**src/rtl/imem_pkg.sv**
```systemverilog
// Shared definitions for the instruction-memory loader.
//   IMEM_ADDR_W / IMEM_DEPTH / IMEM_DATA_W : instruction memory geometry
//   ld_state_t                             : loader FSM states
package imem_pkg;
  localparam int IMEM_ADDR_W = 9;
  localparam int IMEM_DEPTH  = 512;
  localparam int IMEM_DATA_W = 8;

  typedef enum logic [1:0] {
    LD_IDLE,
    LD_LOAD,
    LD_CSUM,
    LD_DONE
  } ld_state_t;
endpackage

```
**src/rtl/imem_ld_counter.sv**
```systemverilog
// Loadable address / remaining-byte counter pair for the loader.
//   clk, reset : clock, asynchronous active-high reset
//   load       : capture base into addr and len into remaining
//   step       : addr += 1, remaining -= 1
//   base, len  : load values
//   addr       : current write address
//   last       : remaining == 1, i.e. the next step takes remaining to zero
module imem_ld_counter
  import imem_pkg::*;
#(
  parameter int ADDR_W = IMEM_ADDR_W
) (
  input  logic              clk,
  input  logic              reset,
  input  logic              load,
  input  logic              step,
  input  logic [ADDR_W-1:0] base,
  input  logic [ADDR_W:0]   len,
  output logic [ADDR_W-1:0] addr,
  output logic              last
);
  logic [ADDR_W:0] remaining;

  always_ff @(posedge clk or posedge reset) begin
    if (reset) begin
      addr      <= '0;
      remaining <= '0;
    end else if (load) begin
      addr      <= base;
      remaining <= len;
    end else if (step) begin
      addr      <= addr + 1'b1;
      remaining <= remaining - 1'b1;
    end
  end

  assign last = (remaining == {{ADDR_W{1'b0}}, 1'b1});
endmodule

```
**src/rtl/imem_loader.sv**
```systemverilog
// Byte-stream writer for the instruction memory. Payload bytes arriving on a
// valid/ready stream are written sequentially from base_addr; one trailing
// checksum byte must bring the mod-256 sum of payload + checksum to zero.
//   clk, reset          : clock, asynchronous active-high reset
//   start               : begin a load (only looked at in IDLE)
//   base_addr, length   : first byte address, payload byte count (1..DEPTH)
//   in_valid/in_data    : byte stream in
//   in_ready            : byte accepted this cycle when in_valid is high
//   mem_we/addr/wdata   : registered memory write port
//   busy, done          : load in progress, 1-cycle end-of-load pulse
//   err_range, err_csum : sticky error flags, cleared by an accepted start
module imem_loader
  import imem_pkg::*;
#(
  parameter int ADDR_W = IMEM_ADDR_W,
  parameter int DEPTH  = IMEM_DEPTH,
  parameter int DATA_W = IMEM_DATA_W
) (
  input  logic              clk,
  input  logic              reset,
  input  logic              start,
  input  logic [ADDR_W-1:0] base_addr,
  input  logic [ADDR_W:0]   length,
  input  logic              in_valid,
  input  logic [DATA_W-1:0] in_data,
  output logic              in_ready,
  output logic              mem_we,
  output logic [ADDR_W-1:0] mem_addr,
  output logic [DATA_W-1:0] mem_wdata,
  output logic              busy,
  output logic              done,
  output logic              err_range,
  output logic              err_csum
);
  localparam logic [ADDR_W:0] DEPTH_V = (ADDR_W + 1)'(DEPTH);

  ld_state_t         state, state_nxt;
  logic [DATA_W-1:0] csum;
  logic [DATA_W-1:0] csum_chk;
  logic [ADDR_W-1:0] addr;
  logic              last;
  logic              range_ok, accept, hs, load_hs;

  // length <= DEPTH is tested first, so base + length cannot overflow ADDR_W+1 bits.
  assign range_ok = (length != '0) && (length <= DEPTH_V) &&
                    (({1'b0, base_addr} + length) <= DEPTH_V);
  assign accept   = (state == LD_IDLE) && start && range_ok;
  assign hs       = in_valid && in_ready;
  assign load_hs  = hs && (state == LD_LOAD);
  assign csum_chk = csum + in_data;

  imem_ld_counter #(.ADDR_W(ADDR_W)) u_cnt (
    .clk   (clk),
    .reset (reset),
    .load  (accept),
    .step  (load_hs),
    .base  (base_addr),
    .len   (length),
    .addr  (addr),
    .last  (last)
  );

  always_ff @(posedge clk or posedge reset) begin
    if (reset) state <= LD_IDLE;
    else       state <= state_nxt;
  end

  always_comb begin
    state_nxt = state;
    in_ready  = 1'b0;
    case (state)
      LD_IDLE: if (accept) state_nxt = LD_LOAD;
      LD_LOAD: begin
        in_ready = 1'b1;
        if (load_hs && last) state_nxt = LD_CSUM;
      end
      LD_CSUM: begin
        in_ready = 1'b1;
        if (hs) state_nxt = LD_DONE;
      end
      LD_DONE: state_nxt = LD_IDLE;
      default: state_nxt = LD_IDLE;
    endcase
  end

  // Registered outputs: write port lags its handshake by one cycle.
  always_ff @(posedge clk or posedge reset) begin
    if (reset) begin
      mem_we    <= 1'b0;
      mem_addr  <= '0;
      mem_wdata <= '0;
      busy      <= 1'b0;
      done      <= 1'b0;
      err_range <= 1'b0;
      err_csum  <= 1'b0;
      csum      <= '0;
    end else begin
      mem_we <= load_hs;
      done   <= 1'b0;
      if (load_hs) begin
        mem_addr  <= addr;
        mem_wdata <= in_data;
        csum      <= csum_chk;
      end
      if (state == LD_IDLE && start) begin
        if (range_ok) begin
          csum      <= '0;
          err_range <= 1'b0;
          err_csum  <= 1'b0;
          busy      <= 1'b1;
        end else begin
          err_range <= 1'b1;
        end
      end
      if (state == LD_CSUM && hs) begin
        err_csum <= (csum_chk != '0);
        done     <= 1'b1;
        busy     <= 1'b0;
      end
    end
  end
endmodule

```
**config.mk**
```make
export PLATFORM = sky130hd
export DESIGN_NAME = imem_loader
export DESIGN_NICKNAME = d
export VERILOG_FILES = /design/src/rtl/imem_pkg.sv /design/src/rtl/imem_ld_counter.sv /design/src/rtl/imem_loader.sv
export SDC_FILE = /design/constraint.sdc
export NUM_CORES = 1
export LEC_CHECK = 0
export CAP_MARGIN = 20
export CELL_PAD_IN_SITES_DETAIL_PLACEMENT = 1
export CELL_PAD_IN_SITES_GLOBAL_PLACEMENT = 1
export CORE_MARGIN = 2
export CORE_UTILIZATION = 46
export CTS_BUF_LIST = sky130_fd_sc_hd__clkbuf_4 sky130_fd_sc_hd__clkbuf_8
export DETAILED_ROUTE_END_ITERATION = 16
export PLACE_DENSITY = 0.86
export SLEW_MARGIN = 20
export SYNTH_ARGS = -nofsm -noshare
export SYNTH_HDL_FRONTEND = slang
export SYNTH_SLANG_ARGS = --single-unit
```
**constraint.sdc**
```tcl
create_clock -name clk -period 7.93 [get_ports clk]
set_clock_uncertainty 0.1 [all_clocks]
set_input_delay 1.586 -clock clk [delete_from_list [all_inputs] [get_ports clk]]
set_output_delay 1.586 -clock clk [all_outputs]
set_load 0.05 [all_outputs]
```
---- Yosys cells after proc, flatten, opt, wreduce, memory -nomap -nowiden ----
Cells that the tools add are included.
word-level totals
  word-level logic and storage cells ...... 61
  input port bits ......................... 31
  register bits after elaboration ......... 51
cells by class
  equality and inequality tests ........... 7
  mux-type cells .......................... 20
  magnitude comparators ................... 2
  reduce and logical (&&, ||, !) cells .... 17
  add/subtract/negate cells ............... 4
operators by type and width
  cell                   number
  $mux 8                 3
  $le 10x10->1 const B   2
  $mux 10                2
  $mux 9                 2
  $add 9x10->10          1
  $eq 10x1->1 const B    1
  $reduce_bool 10->1     1
  $sub 10x1->10 const B  1
  $add 9x1->9 const B    1
  $mux 1                 9
  $add 8x8->8            1
  $logic_and 1x1->1      8
  $pmux 2 s4             1
  $reduce_bool 8->1      1
  $mux 2                 3
  $reduce_bool 2->1      3
  $eq 2x2->1 const B     2
  $ne 2x2->1 const B     2
  $reduce_and 3->1       1
  $eq 2x1->1 const B     1
  $logic_not 2->1        1
  $ne 2x1->1 const B     1
  $reduce_and 2->1       1
  $reduce_or 2->1        1

---- Depth between registers and ports, before layout ----
Gate-level depths: netlist (run 1).
  depth after elaboration ................. 8
  gate-level depth with buffers ........... 10
  mapped depth without buffers ............ 10

---- Modules after synthesis ----
A second synthesis (run 1) with hierarchy kept.
unflattened totals
  cells, all modules ...................... 360
  area total of the unflattened synthesis .. 3,189.3 µm²
modules (own cells, without submodules)
  module           times used  area each (µm²)  cells an instance  sequential area each (µm²)
  imem_loader      1           2,127.0          244                800.8
  imem_ld_counter  1           1,062.3          116                475.5

---- Least setup slack after synthesis (run 1) ----
No wires, ideal clock.
  path type ............................... input port to flip-flop
  from .................................... input port base_addr[0]
  to ...................................... register u_cnt.addr[5]
  stages on the path ...................... 10
  arrival ................................. 3.843 ns
  slack ................................... 3.862 ns
  required time ........................... 7.705 ns
  library setup time ...................... 0.125 ns
  cells stage by stage .................... ha_1 fa_1 a21oi_1 nor4b_1 a2111oi_0 nand4_1 nor4_4 nor2_4 buf_6 mux2_4
on the way
  longest elaborated chain between the ends .. 5
  elaborated cells between the ends (all ways) .. 6
  classes of those cells .................. add/sub: 1; order compare: 1; mux: 1; reduce/logical: 3
ends and longest elaborated chain
  what                                                line                   text
  start: declaration                                  imem_loader.sv:22      input logic [ADDR_W-1:0] base_addr,
  $add 9x10->10 (*)                                   imem_loader.sv:46      (({1'b0, base_addr} + length) <= DEPTH_V);
  $le 10x10->1 (*)                                    imem_loader.sv:46
  $logic_and 1x1->1 (*)                               imem_loader.sv:45      assign range_ok = (length != '0) && (length <= DEPTH_V) &&
  $logic_and 1x1->1 (*)                               imem_loader.sv:47      assign accept = (state == LD_IDLE) && start && range_ok;
  $mux 9 / $reduce_bool 2->1 (equally long branches)  --
  end signal: assignment                              imem_ld_counter.sv:29  addr <= base;
  end signal: assignment                              imem_ld_counter.sv:32  addr <= addr + 1'b1;
  end: declaration                                    imem_ld_counter.sv:19  output logic [ADDR_W-1:0] addr,
Every way passes the cells marked *; elsewhere a longest branch is shown, timed or not.
A chain may end at the register's enable or synchronous reset.

---- Worst setup path in the final report (run 1) ----
  from .................................... input port length[0]
  to ...................................... register u_cnt.addr[6]
on the way
  longest elaborated chain between the ends .. 5
  elaborated cells between the ends (all ways) .. 9
  classes of those cells .................. add/sub: 1; order compare: 2; mux: 1; reduce/logical: 5
ends and longest elaborated chain
  what                                                      line                                  text
  start: declaration                                        imem_loader.sv:23                     input logic [ADDR_W:0] length,
  $add 9x10->10, or another cell as far along               imem_loader.sv:46
  $le 10x10->1 / $logic_and 1x1->1 (equally long branches)  imem_loader.sv:46, imem_loader.sv:45
  $logic_and 1x1->1 (*)                                     imem_loader.sv:45
  $logic_and 1x1->1 (*)                                     imem_loader.sv:47
  $mux 9 / $reduce_bool 2->1 (equally long branches)        --
Marked as above.

==> results of run 1 <==
[worst max-delay path by stage]
| stage | slack, ps | end | cells after the start |
|---|---|---|---|
| final | 2980 | u_cnt.addr[6]$_DFFE_PP0P_ | 10 |
| after global routing | 2650 | u_cnt.addr[5]$_DFFE_PP0P_ | 10 |
| after CTS | 2950 | u_cnt.addr[5]$_DFFE_PP0P_ | 10 |
| after detailed placement | 2620 | u_cnt.addr[5]$_DFFE_PP0P_ | 10 |
| after global placement | 2730 | u_cnt.remaining[0]$_DFFE_PP0P_ | 10 |
| after floorplan | 3860 | u_cnt.addr[5]$_DFFE_PP0P_ | 10 |
[cell usage in the layout, fill, tap and decap left out, drive strengths merged, types with 6 or more instances in the layout]
cell,synthesis,final
mux2i,7,7
mux2,19,19
a21oi,12,12
dfrtp,51,51
xor2,7,7
clkdlybuf4s50,0,53
nand3,6,6
nor2,18,18
xnor2,18,18
ha,22,22
nand2,72,72
inv,16,15
o21ai,12,12
clkbuf,5,7
nor3,17,17
[synth_stat cells (2+ instances only)]
cell       count  share of area [%]
nor4_4         2                1.3
buf_1          2               0.23
ha_1          22                8.3
inv_1         16                1.8
a21oi_1       12                1.8
or4_1          3               0.68
a2111oi_0      2               0.53
nor2b_1        3               0.57
mux2i_1        7                2.1
xor2_1         7                1.8
or3_1          4               0.75
fa_1           2                1.2
o21a_1         2               0.45
o221ai_1       2               0.53
mux2_4        17                7.7
buf_6          2               0.68
nand2b_1       3               0.57
nor4b_1        2               0.53
nor3b_1        4               0.91
o21ai_0       12                1.8
xnor2_1       18                4.8
nand3b_1       2               0.45
nand3_1        6               0.91
nand4_1        4               0.75
mux2_2         2               0.68
nor4_1         3               0.57
nor3_1        17                2.6
and3_1         2               0.38
clkbuf_1       5               0.57
dfrtp_1       51                 39
buf_2          3               0.45
nand2_1       72                8.2
nor2_1        17                1.9
[sequential cells by signal, summed over array words and instances, names as in the netlist]
name	count
done	1
csum	8
u_cnt.remaining	10
mem_we	1
mem_wdata	8
state	2
err_csum	1
busy	1
mem_addr	9
err_range	1
u_cnt.addr	9
[worst max-delay path: cells and delay by family]
kind | cells | cell delay (ps)
multiplexers | 1 | 380
buffers and inverters | 1 | 440
AO/OA/AOI/OAI | 2 | 700
adder cells (fa/ha/maj) | 2 | 650
AND/OR/NAND/NOR | 4 | 1300
[metal layers]
metal / share of wire, % / GRT usage (%) / up-vias
li1: - / - / 1297
met3: 2.9 / 3.45 / 7
met1: 44 / 29.0 / 1326
met2: 52 / 41.0 / 53
met5: 0 / 0 / -
met4: 1.1 / 5.23 / 0
[power by group through the flow]
stage	clock, mW	sequential [mW]	combinational, mW
2_1_floorplan	0	0.623	0.421
3_3_place_gp	0	0.465	0.780
3_5_place_dp	0	0.478	0.809
4_1_cts	0.159	0.472	0.821
5_1_grt	0.168	0.486	0.890
6_report	0.155	0.472	0.815
[cell type report]
type / count / area [um2]
Clock inverter: 1 / 5.00
Inverter: 16 / 61.3
Multi-Input combinational cell: 266 / 1910
Tap cell: 96 / 120
Sequential cell: 51 / 1280
Timing Repair Buffer: 55 / 546
Fill cell: 808 / 2860
Clock buffer: 7 / 83.8
[logic make-up after synthesis]
family	synth area share (%)
AO/OA/AOI/OAI	8.91
XOR/XNOR	6.61
adder cells (fa/ha/maj)	9.51
buffers and inverters	3.74
flip-flops	38.5
multiplexers	10.5
AND/OR/NAND/NOR	22.2
[stage by stage]
stage          area, um2  setup WS (ps)  hold slack (ps)  std cells
4_1_cts             4010           2950              384        492
2_1_floorplan       3310           3860              360        345
3_5_place_dp        3920           2620              363        484
5_1_grt             4010           2650              401        492
3_3_place_gp        3920           2730              357        484
6_report            4010           2980              379        492
==> flow_metrics.py, run 1 <==
metrics = {
    "setup_path": {
        "r2r_cells": 11,
        "end_kind": "register",
        "cp.arrival_ps": 5040,
        "r2r_slack_ps": 4850,
        "path_class": "in2reg",
        "worst_path_largest_cell_delay_ps": 670,
        "slowest_stage": "nor4_4",
        "r2r_start": "state[1]$_DFFE_PP0P_",
        "cp_max_fo": 22,
        "path_cells": "clkdlybuf4s50_1, ha_1, fa_1, a21oi_1, nor4b_1, a2111oi_0, nand4_1, nor4_4, nor2_4, mux2_4",
        "crit_path_start": "length[0]",
        "startpoint_type": "input port",
        "worstPathRequired_ps": 8020,
        "r2r-end": "u_cnt.remaining[7]$_DFFE_PP0P_",
    },
    "synth": {
        "synth-edff-count": 0,
        "synth_cell_type_count": 50,
        "synth_seq_cells": 51,
        "avgSynthCellArea_um2": 9.61,
        "ys.flop_type": "dfrtp_1",
        "syn_nets": 400,
        "yosysWarnings": 0,
        "synth_cells": 345,
        "async_flop_share_pct": 100,
        "ys_seq_area_share_pct": 38.5,
        "synth_area_um2": 3310,
    },
    "power": {
        "power_density_nw_per_um2": 360,
        "power.switching_mw": 0.653,
        "p_leak_nw": 1.83,
        "sw_frac_of_total_pct": 45.3,
        "internal_power_mw": 0.790,
        "power.total_mw": 1.44,
        "peakVddDrop_v": 0.000118,
        "seqPwrFrac_pct": 32.7,
        "comb_power_share_pct": 56.5,
        "p_clk_share_pct": 10.8,
    },
    "placed_design": {
        "routabilityCongestion": 0.902,
        "port_buffers": 53,
        "dp_hpwl_um": 6530,
    },
    "drt": {
        "drcViolationCount": 0,
        "drt_wl_total_um": 8460,
        "drtIter0Drc": 99,
        "via_count": 2683,
        "final_antenna_net_count": 0,
        "drt_pre_antenna_iters": 4,
        "wl_per_cell_um": 17.2,
        "via_per_inst": 5.45,
    },
    "clocking": {
        "clock_latency_ps": 310,
        "numCtsBuffers": 5,
        "cts.sinks": 51,
        "clkTransAtPathRegs_ps": 90,
        "h-tree-depth": 2,
        "cts_tree": "yes",
        "cts_resized": 0,
        "cts_buffer_depth": 2,
        "postCtsSetupBuffers": 0,
        "ctsHoldBuffers": 0,
        "cts_root_buffer": "clkbuf_8",
    },
    "timing": {
        "rsz0062_at_grt": "no",
        "fmax_ghz": 0.202,
        "setup_tns_ps": 0,
        "maxSlewHeadroom_pct": 42.0,
        "maxSlewViolCount": 0,
        "hold_violations": 0,
        "finalCritPeriodShare_pct": 62.4,
        "timing.final.crit_period_ps": 4950,
        "worst_slew_pin_slew_ps": 869,
        "setup_viol": 0,
    },
    "global_route": {
        "antenna_found_initial": 0,
        "grt_max_degree": 52,
        "grt-ovfl-total": 0,
        "grt_pass1_vias": 2780,
        "track_usage_pct": 22.9,
        "grt_pass1_wl_um": 13800,
    },
    "die": {
        "die_area_um2": 7900,
        "die_h_um": 88.9,
        "placementRows": 30,
        "core_um2": 6870,
        "pin_count": 54,
        "initial_core_util_pct": 48.3,
        "die_x_um": 88.9,
    },
    "min_path": {
        "hold_path_class": "reg2reg",
        "whs_endpoint": "mem_addr[5]$_DFFE_PP0P_",
        "worstHoldPathCells": 2,
        "hp-start": "mem_addr[5]$_DFFE_PP0P_",
    },
    "final_layout": {
        "drive_above_1_share_pct": 9.60,
        "nets": 450,
        "diodes": 0,
        "finish.utilization_pct": 58.3,
        "syn_to_final_growth_pct": 20.9,
    },
    "outcome": {
        "status": "finished clean",
    },
    "job": {
        "drv_cap": 0,
    },
}
No activity file was read; power rests on OpenSTA's default activity.
==> run 2, diff against run 1 <==
--- a/config.mk
+++ b/config.mk
@@ -9,10 +9,10 @@
 export CELL_PAD_IN_SITES_DETAIL_PLACEMENT = 1
 export CELL_PAD_IN_SITES_GLOBAL_PLACEMENT = 1
 export CORE_MARGIN = 2
-export CORE_UTILIZATION = 46
+export CORE_UTILIZATION = 43
 export CTS_BUF_LIST = sky130_fd_sc_hd__clkbuf_4 sky130_fd_sc_hd__clkbuf_8
 export DETAILED_ROUTE_END_ITERATION = 16
-export PLACE_DENSITY = 0.86
+export PLACE_DENSITY = 0.81
 export SLEW_MARGIN = 20
 export SYNTH_ARGS = -nofsm -noshare
 export SYNTH_HDL_FRONTEND = slang
==> constraint.sdc (replaced) <==
create_clock -name clk -period 4.7 [get_ports clk]
set_clock_uncertainty 0.1 [all_clocks]
set_input_delay 0.94 -clock clk [delete_from_list [all_inputs] [get_ports clk]]
set_output_delay 0.94 -clock clk [all_outputs]
set_load 0.05 [all_outputs]
==> run 2 against run 1 <==
Effect of this change: critical endpoint is now u_cnt.addr[4]$_DFFE_PP0P_; combinational power is 68% higher; clock-buffer cell count is 2 lower; global-route usage is 1.9 points lower; worst hold slack better by 0.86 ps.
==> flow_metrics.py, run 2 (same netlist as run 1, synthesis figures left out) <==
metrics = {
    "outcome": {
        "status": "finished clean",
    },
    "setup_path": {
        "startpoint_type": "input port",
        "r2r-end": "err_csum$_DFFE_PP0P_",
        "worstPathRequired_ps": 4800,
        "worst_path_largest_cell_delay_ps": 540,
        "r2r_slack_ps": 1950,
        "crit_path_start": "length[0]",
        "path_cells": "clkdlybuf4s50_1, ha_1, fa_1, a21oi_1, nor4b_1, a2111oi_0, nand4_1, nor4_4, nor2_4, mux2_4",
        "r2r_start": "csum[0]$_DFF_PP0_",
        "end_kind": "register",
        "cp_max_fo": 22,
        "cp-endpoint": "u_cnt.addr[4]$_DFFE_PP0P_",
        "slowest_stage": "a2111oi_0",
        "r2r_cells": 9,
        "path_class": "in2reg",
        "cp.arrival_ps": 4170,
    },
    "clocking": {
        "cts_resized": 0,
        "cts_buffer_depth": 2,
        "ctsHoldBuffers": 0,
        "postCtsSetupBuffers": 0,
        "numCtsBuffers": 5,
        "clkTransAtPathRegs_ps": 100,
        "cts_root_buffer": "clkbuf_8",
        "cts.sinks": 51,
        "h-tree-depth": 2,
        "cts_tree": "yes",
        "clock_latency_ps": 310,
    },
    "timing": {
        "maxSlewHeadroom_pct": 40.5,
        "finalCritPeriodShare_pct": 86.5,
        "setup_viol": 0,
        "rsz0062_at_grt": "no",
        "worst_slew_pin_slew_ps": 893,
        "timing.final.crit_period_ps": 4060,
        "fmax_ghz": 0.246,
        "setup_tns_ps": 0,
        "maxSlewViolCount": 0,
        "hold_violations": 0,
    },
    "global_route": {
        "grt_pass1_vias": 2891,
        "track_usage_pct": 21.0,
        "grt-ovfl-total": 0,
        "grt_pass1_wl_um": 14200,
        "antenna_found_initial": 0,
        "grt_max_degree": 52,
    },
    "final_layout": {
        "seqCellArea_um2": 1280,
        "top_regs": "u_cnt.remaining x10, mem_addr x9, u_cnt.addr x9",
        "diodes": 0,
        "drive_above_1_share_pct": 10.1,
        "final_common_cell": "nand2_1",
        "multi_input_area_um2": 1910,
        "finish.utilization_pct": 53.6,
        "fillers": 892,
        "syn_to_final_growth_pct": 23.0,
        "regMostFlops": "u_cnt.remaining",
        "nets": 452,
        "most-common-layout-cells": "nand2_1 (72), clkdlybuf4s50_1 (53), dfrtp_1 (51)",
        "largest_reg_flops": 10,
    },
    "die": {
        "core_um2": 7610,
        "die_area_um2": 8430,
        "pin_count": 54,
        "placementRows": 32,
        "initial_core_util_pct": 43.6,
        "die_x_um": 91.8,
        "die_h_um": 91.8,
    },
    "drt": {
        "drt_wl_total_um": 8470,
        "drtIter0Drc": 58,
        "final_antenna_net_count": 0,
        "wl_per_cell_um": 16.9,
        "drt_pre_antenna_iters": 4,
        "via_count": 2710,
        "drcViolationCount": 0,
        "via_per_inst": 5.42,
    },
    "power": {
        "p_leak_nw": 1.86,
        "peakVddDrop_v": 0.000180,
        "p_clk_share_pct": 14.5,
        "internal_power_mw": 1.43,
        "seqPwrFrac_pct": 31.5,
        "comb_power_share_pct": 54.1,
        "power.switching_mw": 1.10,
        "power_density_nw_per_um2": 620,
        "sw_frac_of_total_pct": 43.4,
    },
    "min_path": {
        "hold_path_class": "reg2reg",
    },
    "placed_design": {
        "port_buffers": 53,
        "dp_hpwl_um": 6370,
        "routabilityCongestion": 0.844,
    },
    "job": {
        "drv_cap": 0,
    },
}
[run 2: changes by cell type in the layout (fill, tap and decap cells not counted)]
cell        previous run  this run
clkinv_2               2         1
buf_4                  2         4
clkinvlp_4             0         1
bufinv_16              0         2
clkbuf_4               2         0
[run 2: worst min path at each step]
stage,endpoint,startpoint,depth (start not counted)
global route,mem_wdata[2]$_DFFE_PP0P_,mem_wdata[2]$_DFFE_PP0P_,2
CTS,mem_addr[1]$_DFFE_PP0P_,mem_addr[1]$_DFFE_PP0P_,2
floorplan,mem_addr[8]$_DFFE_PP0P_,u_cnt.addr[8]$_DFFE_PP0P_,2
finish,mem_addr[0]$_DFFE_PP0P_,mem_addr[0]$_DFFE_PP0P_,2
global placement,mem_addr[1]$_DFFE_PP0P_,mem_addr[1]$_DFFE_PP0P_,2
detailed placement,mem_wdata[2]$_DFFE_PP0P_,mem_wdata[2]$_DFFE_PP0P_,2
[run 2: cell type report]
cell class / count / area share (%)
Inverter: 16 / 1.50
Sequential cell: 51 / 31.3
Clock inverter: 3 / 1.66
Clock buffer: 5 / 1.69
Tap cell: 102 / 3.13
Multi-Input combinational cell: 266 / 47.0
Timing Repair Buffer: 57 / 13.8
[run 2: stage by stage]
step                area (um2)  worst slack (ps)  hold slack [ps]  power (mW)  cells
finish                    4080               636              380        2.53    500
global route              4080               489              413        2.69    500
CTS                       4080               617              386        2.55    500
detailed placement        3940               268              362        2.16    492
global placement          3940               326              357        2.11    492
floorplan                 3310              1280              360        1.76    345
[run 2: power groups by stage]
| stage | combinational (mW) | sequential [mW] | clock (mW) |
|---|---|---|---|
| final | 1.37 | 0.795 | 0.365 |
| after global routing | 1.48 | 0.822 | 0.388 |
| after CTS | 1.38 | 0.795 | 0.377 |
| after detailed placement | 1.36 | 0.803 | 0 |
| after global placement | 1.32 | 0.785 | 0 |
| after floorplan | 0.710 | 1.05 | 0 |
[run 2: critical path, delay by kind of cell]
| family | cells | cell delay, ps |
|---|---|---|
| simple gates | 4 | 910 |
| buf+inv | 1 | 450 |
| mux | 1 | 380 |
| compound gates | 2 | 820 |
| fa+ha+maj | 2 | 660 |
[run 2: layer usage]
metal  GRT usage, %  part of all wire, %  routed length (um)
met1           26.2                   44                3740
met2           38.4                   52                4430
met3           2.79                  2.6                 220
met4           5.22                 0.86                  73
met5              0                    0                   0
